==> src/rtl/hack_ctrl.sv <==
// hack_ctrl
//   Control and register stage in front of a 16-bit Hack-style ALU.
//   Accepts one Hack instruction at a time over a valid/ready handshake.
//   Holds the architectural A, D and PC registers.
//   Fetches the memory operand M when the instruction's a-bit is set.
//   Drives the ALU operands and select from registered state.
//   Consumes the ALU result and flags for writeback and jump resolution.
//   Sequence per instruction: FETCH -> (MREAD) -> EXEC -> FETCH.
//
// Ports
//   clk, rst_n         clock, asynchronous active-low reset
//   instr_valid/instr  instruction offered by upstream
//   instr_ready        high in FETCH; transfer on valid & ready
//   pc                 address of the next instruction (WIDTH-1 bits)
//   alu_x, alu_y       ALU operands
//   alu_select         [5:4] x mode, [3:2] y mode, [1] f, [0] no
//   alu_out/zr/ng      ALU result and flags, sampled at the EXEC edge
//   mem_addr           always A[WIDTH-2:0]
//   mem_re             read request, held for all of MREAD
//   mem_rdata/rvalid   read data and its valid strobe
//   mem_we/mem_wdata   one-cycle write strobe in EXEC; data is alu_out
//   a_reg, d_reg       architectural A and D, for debug
module hack_ctrl #(
  parameter int WIDTH = 16
) (
  input  logic               clk,
  input  logic               rst_n,
  input  logic               instr_valid,
  input  logic [WIDTH-1:0]   instr,
  output logic               instr_ready,
  output logic [WIDTH-2:0]   pc,
  output logic [WIDTH-1:0]   alu_x,
  output logic [WIDTH-1:0]   alu_y,
  output logic [5:0]         alu_select,
  input  logic [WIDTH-1:0]   alu_out,
  input  logic               alu_zr,
  input  logic               alu_ng,
  output logic [WIDTH-2:0]   mem_addr,
  output logic               mem_re,
  input  logic [WIDTH-1:0]   mem_rdata,
  input  logic               mem_rvalid,
  output logic               mem_we,
  output logic [WIDTH-1:0]   mem_wdata,
  output logic [WIDTH-1:0]   a_reg,
  output logic [WIDTH-1:0]   d_reg
);

  typedef enum logic [1:0] {
    FETCH = 2'd0,
    MREAD = 2'd1,
    EXEC  = 2'd2
  } state_t;

  state_t           state_q, state_d;
  logic [WIDTH-2:0] pc_q, pc_d;
  logic [WIDTH-1:0] a_q, a_d;
  logic [WIDTH-1:0] d_q, d_d;
  logic [WIDTH-1:0] m_q, m_d;
  logic [WIDTH-1:0] instr_q, instr_d;

  // Decode of the latched C-instruction fields.
  logic a_bit, zx, nx, zy, ny, f_bit, no_bit;
  logic dest_a, dest_d, dest_m;
  logic jmp_lt, jmp_eq, jmp_gt;
  logic jump_taken;

  assign a_bit  = instr_q[12];
  assign zx     = instr_q[11];
  assign nx     = instr_q[10];
  assign zy     = instr_q[9];
  assign ny     = instr_q[8];
  assign f_bit  = instr_q[7];
  assign no_bit = instr_q[6];
  assign dest_a = instr_q[5];
  assign dest_d = instr_q[4];
  assign dest_m = instr_q[3];
  assign jmp_lt = instr_q[2];
  assign jmp_eq = instr_q[1];
  assign jmp_gt = instr_q[0];

  // Bit 15 only steers FETCH (taken from the live instr); bits 14:13 are don't-care.
  logic unused_instr_bits;
  assign unused_instr_bits = ^instr_q[WIDTH-1:13];

  // The ALU's own zero+invert mode gives 0, not all-ones, so zx&nx is
  // realised by passing a forced all-ones operand instead.
  logic [WIDTH-1:0] y_src;
  assign y_src = a_bit ? m_q : a_q;

  always_comb begin
    if (zx && nx) begin
      alu_select[5:4] = 2'b00;
      alu_x           = '1;
    end else begin
      alu_select[5:4] = {nx, zx};
      alu_x           = d_q;
    end
    if (zy && ny) begin
      alu_select[3:2] = 2'b00;
      alu_y           = '1;
    end else begin
      alu_select[3:2] = {ny, zy};
      alu_y           = y_src;
    end
    alu_select[1] = f_bit;
    alu_select[0] = no_bit;
  end

  assign jump_taken = (jmp_lt & alu_ng) | (jmp_eq & alu_zr) |
                      (jmp_gt & ~alu_ng & ~alu_zr);

  // Handshake and memory strobes are pure functions of state.
  assign instr_ready = (state_q == FETCH);
  assign mem_re      = (state_q == MREAD);
  assign mem_we      = (state_q == EXEC) && dest_m;
  assign mem_addr    = a_q[WIDTH-2:0];   // pre-update A during EXEC
  assign mem_wdata   = alu_out;
  assign pc          = pc_q;
  assign a_reg       = a_q;
  assign d_reg       = d_q;

  always_comb begin
    state_d = state_q;
    pc_d    = pc_q;
    a_d     = a_q;
    d_d     = d_q;
    m_d     = m_q;
    instr_d = instr_q;
    case (state_q)
      FETCH: begin
        if (instr_valid) begin
          instr_d = instr;
          if (!instr[15]) begin
            a_d  = instr;
            pc_d = pc_q + 1'b1;
          end else begin
            state_d = instr[12] ? MREAD : EXEC;
          end
        end
      end
      MREAD: begin
        if (mem_rvalid) begin
          m_d     = mem_rdata;
          state_d = EXEC;
        end
      end
      EXEC: begin
        if (dest_a) a_d = alu_out;
        if (dest_d) d_d = alu_out;
        // Jump target is the A value before this cycle's writeback.
        pc_d    = jump_taken ? a_q[WIDTH-2:0] : pc_q + 1'b1;
        state_d = FETCH;
      end
      default: state_d = FETCH;
    endcase
  end

  always_ff @(posedge clk or negedge rst_n) begin
    if (!rst_n) begin
      state_q <= FETCH;
      pc_q    <= '0;
      a_q     <= '0;
      d_q     <= '0;
      m_q     <= '0;
      instr_q <= '0;
    end else begin
      state_q <= state_d;
      pc_q    <= pc_d;
      a_q     <= a_d;
      d_q     <= d_d;
      m_q     <= m_d;
      instr_q <= instr_d;
    end
  end

endmodule

==> config.mk <==
export PLATFORM = sky130hd
export DESIGN_NAME = hack_ctrl
export DESIGN_NICKNAME = d
export VERILOG_FILES = /design/src/rtl/hack_ctrl.sv
export SDC_FILE = /design/constraint.sdc
export NUM_CORES = 1
export LEC_CHECK = 0
export CAP_MARGIN = 30
export CORE_ASPECT_RATIO = 0.8
export CORE_UTILIZATION = 35
export DETAILED_ROUTE_END_ITERATION = 12
export HOLD_SLACK_MARGIN = 0.05
export PLACE_DENSITY = 0.71
export SLEW_MARGIN = 20
export SYNTH_ARGS = -nofsm -noshare
export SYNTH_HDL_FRONTEND = slang
export SYNTH_SLANG_ARGS = --single-unit
==> constraint.sdc <==
create_clock -name clk -period 2.06 [get_ports clk]
set_input_delay 0.515 -clock clk [delete_from_list [all_inputs] [get_ports clk]]
set_output_delay 0.515 -clock clk [all_outputs]
set_load 0.01 [all_outputs]
* After elaboration in Yosys (flattened, before gate mapping)
Index checks and enable logic that the tools add are counted.
** Word-level totals
- Register bits :: 78
- Input port bits :: 54
- Output and inout port bits :: 119
- Logic and storage cells :: 51
** Cells by class
- $add $sub $neg :: 1
- Eq/ne operators :: 7
- Multiplexer cells :: 18
- Bitwise gates (word level) :: 8
- Reduce and logical (&&, ||, !) cells :: 11
** Operators with widths (count)
- 2-to-1 mux 16 bit :: 6
- 2-to-1 mux 15 bit :: 3
- case mux 16 bit (2 select lines) :: 1
- case mux 15 bit (2 select lines) :: 1
- adder 15 x 1 -> 15 bit (second input constant) :: 1
- 2-to-1 mux 2 bit :: 6
- != test 2 bit (second input constant) :: 4
- AND reduction 2 bit :: 3
- AND reduction 3 bit :: 2
- bitwise AND 1 bit :: 4
- case mux 2 bit (2 select lines) :: 1
- AND reduction 4 bit :: 1
- logical AND 1 bit :: 3
- == test 2 x 1 -> 1 bit (second input constant) :: 1
- == test 2 bit (second input constant) :: 1
- logical NOT 2 bit :: 1
- != test 2 x 1 -> 1 bit (second input constant) :: 1
- inverter 1 bit :: 2
- OR 1 bit :: 2
- nonzero test 2 bit :: 1

* Depth between registers and ports, before layout
- Depth after elaboration :: 6
- Depth in mapped cells :: 7
- Depth with buffers taken out :: 5

* Worst setup path before layout
OpenSTA, ideal clock, no wires.
- Path type :: input port to flip-flop
- Start :: input alu_ng
- End :: register pc_q[13] (netlist: pc[13])
- Library setup time :: 0.104 ns
- Arrival :: 1.687 ns
- Data required time :: 1.956 ns
- Setup slack :: 0.269 ns
- Cell stages on the path :: 4
- Buffers on the path :: 0
- Path through :: a22o_1 -> o21a_1 -> or4_1 -> o311ai_1
** On the way
- Longest elaborated chain between the ends :: 6
- Elaborated cells on any way between the ends :: 8
- Classes of those cells :: mux (2); bitwise (6)
** Ends and longest elaborated chain
- start: declaration :: line 37 : input logic alu_ng,
- inverter 1 bit :: line 110 : (jmp_gt & ~alu_ng & ~alu_zr);
- bitwise AND 1 bit (2 in series) :: line 110
- OR 1 bit * :: line 109 : assign jump_taken = (jmp_lt & alu_ng) | (jmp_eq & alu_zr) |
- 2-to-1 mux 15 bit * :: line 151 : pc_d = jump_taken ? a_q[WIDTH-2:0] : pc_q + 1'b1;
- case mux 15 bit (2 select lines) * :: line 129 : case (state_q)
- end signal: assignment :: line 168 : pc_q <= pc_d;
- end: declaration :: line 55 : logic [WIDTH-2:0] pc_q, pc_d;
Every way passes the cells marked *; elsewhere a longest branch is shown, timed or not.
A chain may end at the register's enable or synchronous reset.

* Final worst setup path
- Start :: input alu_out[10]
- End :: output mem_wdata[10]
** RTL lines
- start: declaration :: line 35 : input logic [WIDTH-1:0] alu_out,
- end: declaration :: line 43 : output logic [WIDTH-1:0] mem_wdata,
No word-level cell between the ends.

==> results.cfg <==
[setup_path]
cp_cell_sequence = clkdlybuf4s50_1 > clkdlybuf4s50_1
cp-start-kind = input pin
crit_required_ns = 1.54
critPathTopFamily = buffers and inverters
critPathArrivalTime_ns = 1.54
setup.worst_path.end_class = output pin
crit_buf_inv = 2
crit_fanout = 2
path_common_cell = clkdlybuf4s50_1
crit_type = in -> out
slowest_stage = clkdlybuf4s50_1
worst_path_largest_cell_delay_ns = 0.54

[cts]
cts_tree = done
root_buffer = clkbuf_16
cts.sink_count = 78
cts.clk_slew.worst_paths_ns = 0.05
clock_latency_ns = 0.34
cts-htree-levels = 3
postCtsHoldBufs = 0
cts-root-to-sink-buffers = 2
numCtsBuffers = 9

[layout]
areaGrowthSynthToFinish_pct = 55.48
drive_gt1_share_pct = 21.40
nets = 620
layoutNonFillerInstCount = 718
antenna_cells = 0

[sta]
finalHoldViolations = 0
final.period_utilization_pct = 99.78
drv_slew = 0
setup-tns-final_ns = 0
min_period_ns = 2.055
finalHoldWorstSlack_ns = 0.1449
fmax_mhz = 486.5
worst_pin_slew_ns = 0.4969
grt_setup_unrepaired = true
fin_worst_skew_ns = 0.01017
setup_violations = 0
slew_headroom_pct = 66.87
fin_ws_ns = 0.004630

[yosys]
syn-num-nets = 439
ys_warn_count = 0
synth-seq-area-share_pct = 47.40
synth_cell_types = 47
netlist_instances = 384
synth_area_um2 = 4118
synth_edf_count = 0
synth_top_cell_area_share_pct = 47.40
avgSynthCellArea_um2 = 10.72
synth_top_area_cell = dfrtp_1
synthTopCellsByArea = dfrtp_1 47%, mux2_2 12%, mux2i_1 8.8%, buf_4 6.6%, nand2_1 4.4%
ys_ff_latch = 78
async_reset_ff_share_pct = 100.0
synth_flop_cell = dfrtp_1

[grt]
gr-total-overflow = 0
grtUsageTotal_pct = 22.41
grt_pass1_vias = 3766
grt_first_pass_wirelength_mm = 20.35
antenna_found_initial = 0
grt_max_degree = 36

[floorplan]
ios = 173
die_w_um = 123.3
std_cell_rows = 35
die-area_um2 = 12210
core_area_um2 = 11470
die_y_um = 99.02
initial_core_util_pct = 35.89

[pwr]
power_density_nw_per_um2 = 1208
power_leakage_nw = 2.856
seqPwrFrac_pct = 35.1
comb_power_share_pct = 45.2
intPower_mw = 5.011
ir_worst_vdd_mv = 0.7274
p_total_mw = 7.735
switching_share_pct = 35.21
p_clk_share_pct = 19.7
p_sw_mw = 2.723

[detailed_routing]
wl_per_cell_um = 18.00
drtIter0Drc = 155
drc = 0
vias = 3664
wirelength_mm = 12.92
dr.pass1.iters = 4
ant_nets = 0
vias_per_cell = 5.103

[min_path]
holdCritPathClass = in -> async

[placement]
dp_hpwl_mm = 9.594
dp_cells = 696
io_buffers = 172
dpl_worst_slack_ns = -0.2313
globalplace.congestion = 0.8438

[run]
drv_cap = 0

[run_status]
status = completed
==> layout make-up <==
cell class                 count  area, um2
sequential                    78       1954
clock inverter                 4      27.53
fill                        1015       5071
timing repair buffer         221       2145
multi-input combinational    251       1819
inverter                       4      15.01
clock buffer                  12      256.5
tap                          148      185.2
==> what timing repair did <==
item,CTS,global route
pin swaps,0,0
buffers inserted,3,2
gates cloned,0,1
endpoints found under the setup margin,42,20
resized for setup,47,30
==> power by group through the flow <==
stage | Sequential [mW] | Clock (mW) | Combinational, mW
after floorplan | 2.70 | 0 | 1.52
after global placement | 2.69 | 0 | 3.61
after detailed placement | 2.72 | 0 | 3.66
after CTS | 2.70 | 1.57 | 3.50
after global routing | 2.80 | 1.63 | 3.78
final | 2.71 | 1.53 | 3.50
==> worst paths after layout <==
kind | start | endpoint | slack, ns | cells after the start
hold reg to reg | instr_q[1]$_DFFE_PN0P_ | instr_q[1]$_DFFE_PN0P_ | 0.51 | 1
max in group asynchronous | rst_n | d_reg[0]$_DFFE_PN0P_ | 1.32 | 2
hold / removal | rst_n | pc[3]$_DFFE_PN0P_ | 0.14 | 1
setup reg to reg | pc[0]$_DFFE_PN0P_ | pc[12]$_DFFE_PN0P_ | 0.18 | 5
setup / recovery | alu_out[10] | mem_wdata[10] | 0.005 | 2
min in group clk | instr_q[1]$_DFFE_PN0P_ | instr_q[1]$_DFFE_PN0P_ | 0.51 | 1
==> stage by stage <==
stage | instance area [um2] | utilization, %
after floorplan | 4118 | -
after global placement | 6085 | 53.03
after detailed placement | 6085 | 53.03
after CTS | 6350 | 55.34
after global routing | 6402 | 55.80
final | 6402 | 55.80
==> cell families after synthesis <==
logic type	count (synthesis)	synth area share [%]
flops	78	47.40
xor+xnor	1	0.2127
simple gates	113	13.80
buf+inv	55	8.508
mux	81	21.06
compound gates	55	8.721
fa+ha+maj	1	0.3038
==> synth_stat cells, types with 4 or more instances <==
library cell	instances
o21ai_0	18
mux2i_1	36
nand3_1	7
buf_2	7
buf_4	36
clkbuf_1	7
nand2_1	48
nand4_1	5
a2bb2oi_1	5
mux2_2	45
nor4_1	4
nor2b_1	5
a21oi_1	8
o211ai_1	5
nor2_1	9
dfrtp_1	78
nand2b_1	17
==> routing by layer <==
metal | GRT usage (%) | share of wire [%]
met2 | 34.51 | 47
met5 | 0 | 0
met4 | 5.468 | 0.99
met3 | 8.160 | 7.9
met1 | 29.83 | 44
==> layout by cell type, fill, tap and decap left out, types with 4 or more instances in the layout <==
cell               n
nand2b_1          17
nand2_1           48
buf_12             6
nor2b_1            5
dfrtp_1           76
mux2_2            45
o211ai_1           5
o21ai_0           18
nand3_1            7
nor4_1             4
clkdlybuf4s15_1    9
a21oi_1            8
a2bb2oi_1          5
mux2i_1           35
nor2_1             9
clkbuf_2           4
nand4_1            5
buf_4             42
dlygate4sd2_1     26
clkdlybuf4s50_1  122
clkbuf_16         10
dlymetal6s2s_1     8
No activity file was read; power rests on OpenSTA's default activity.
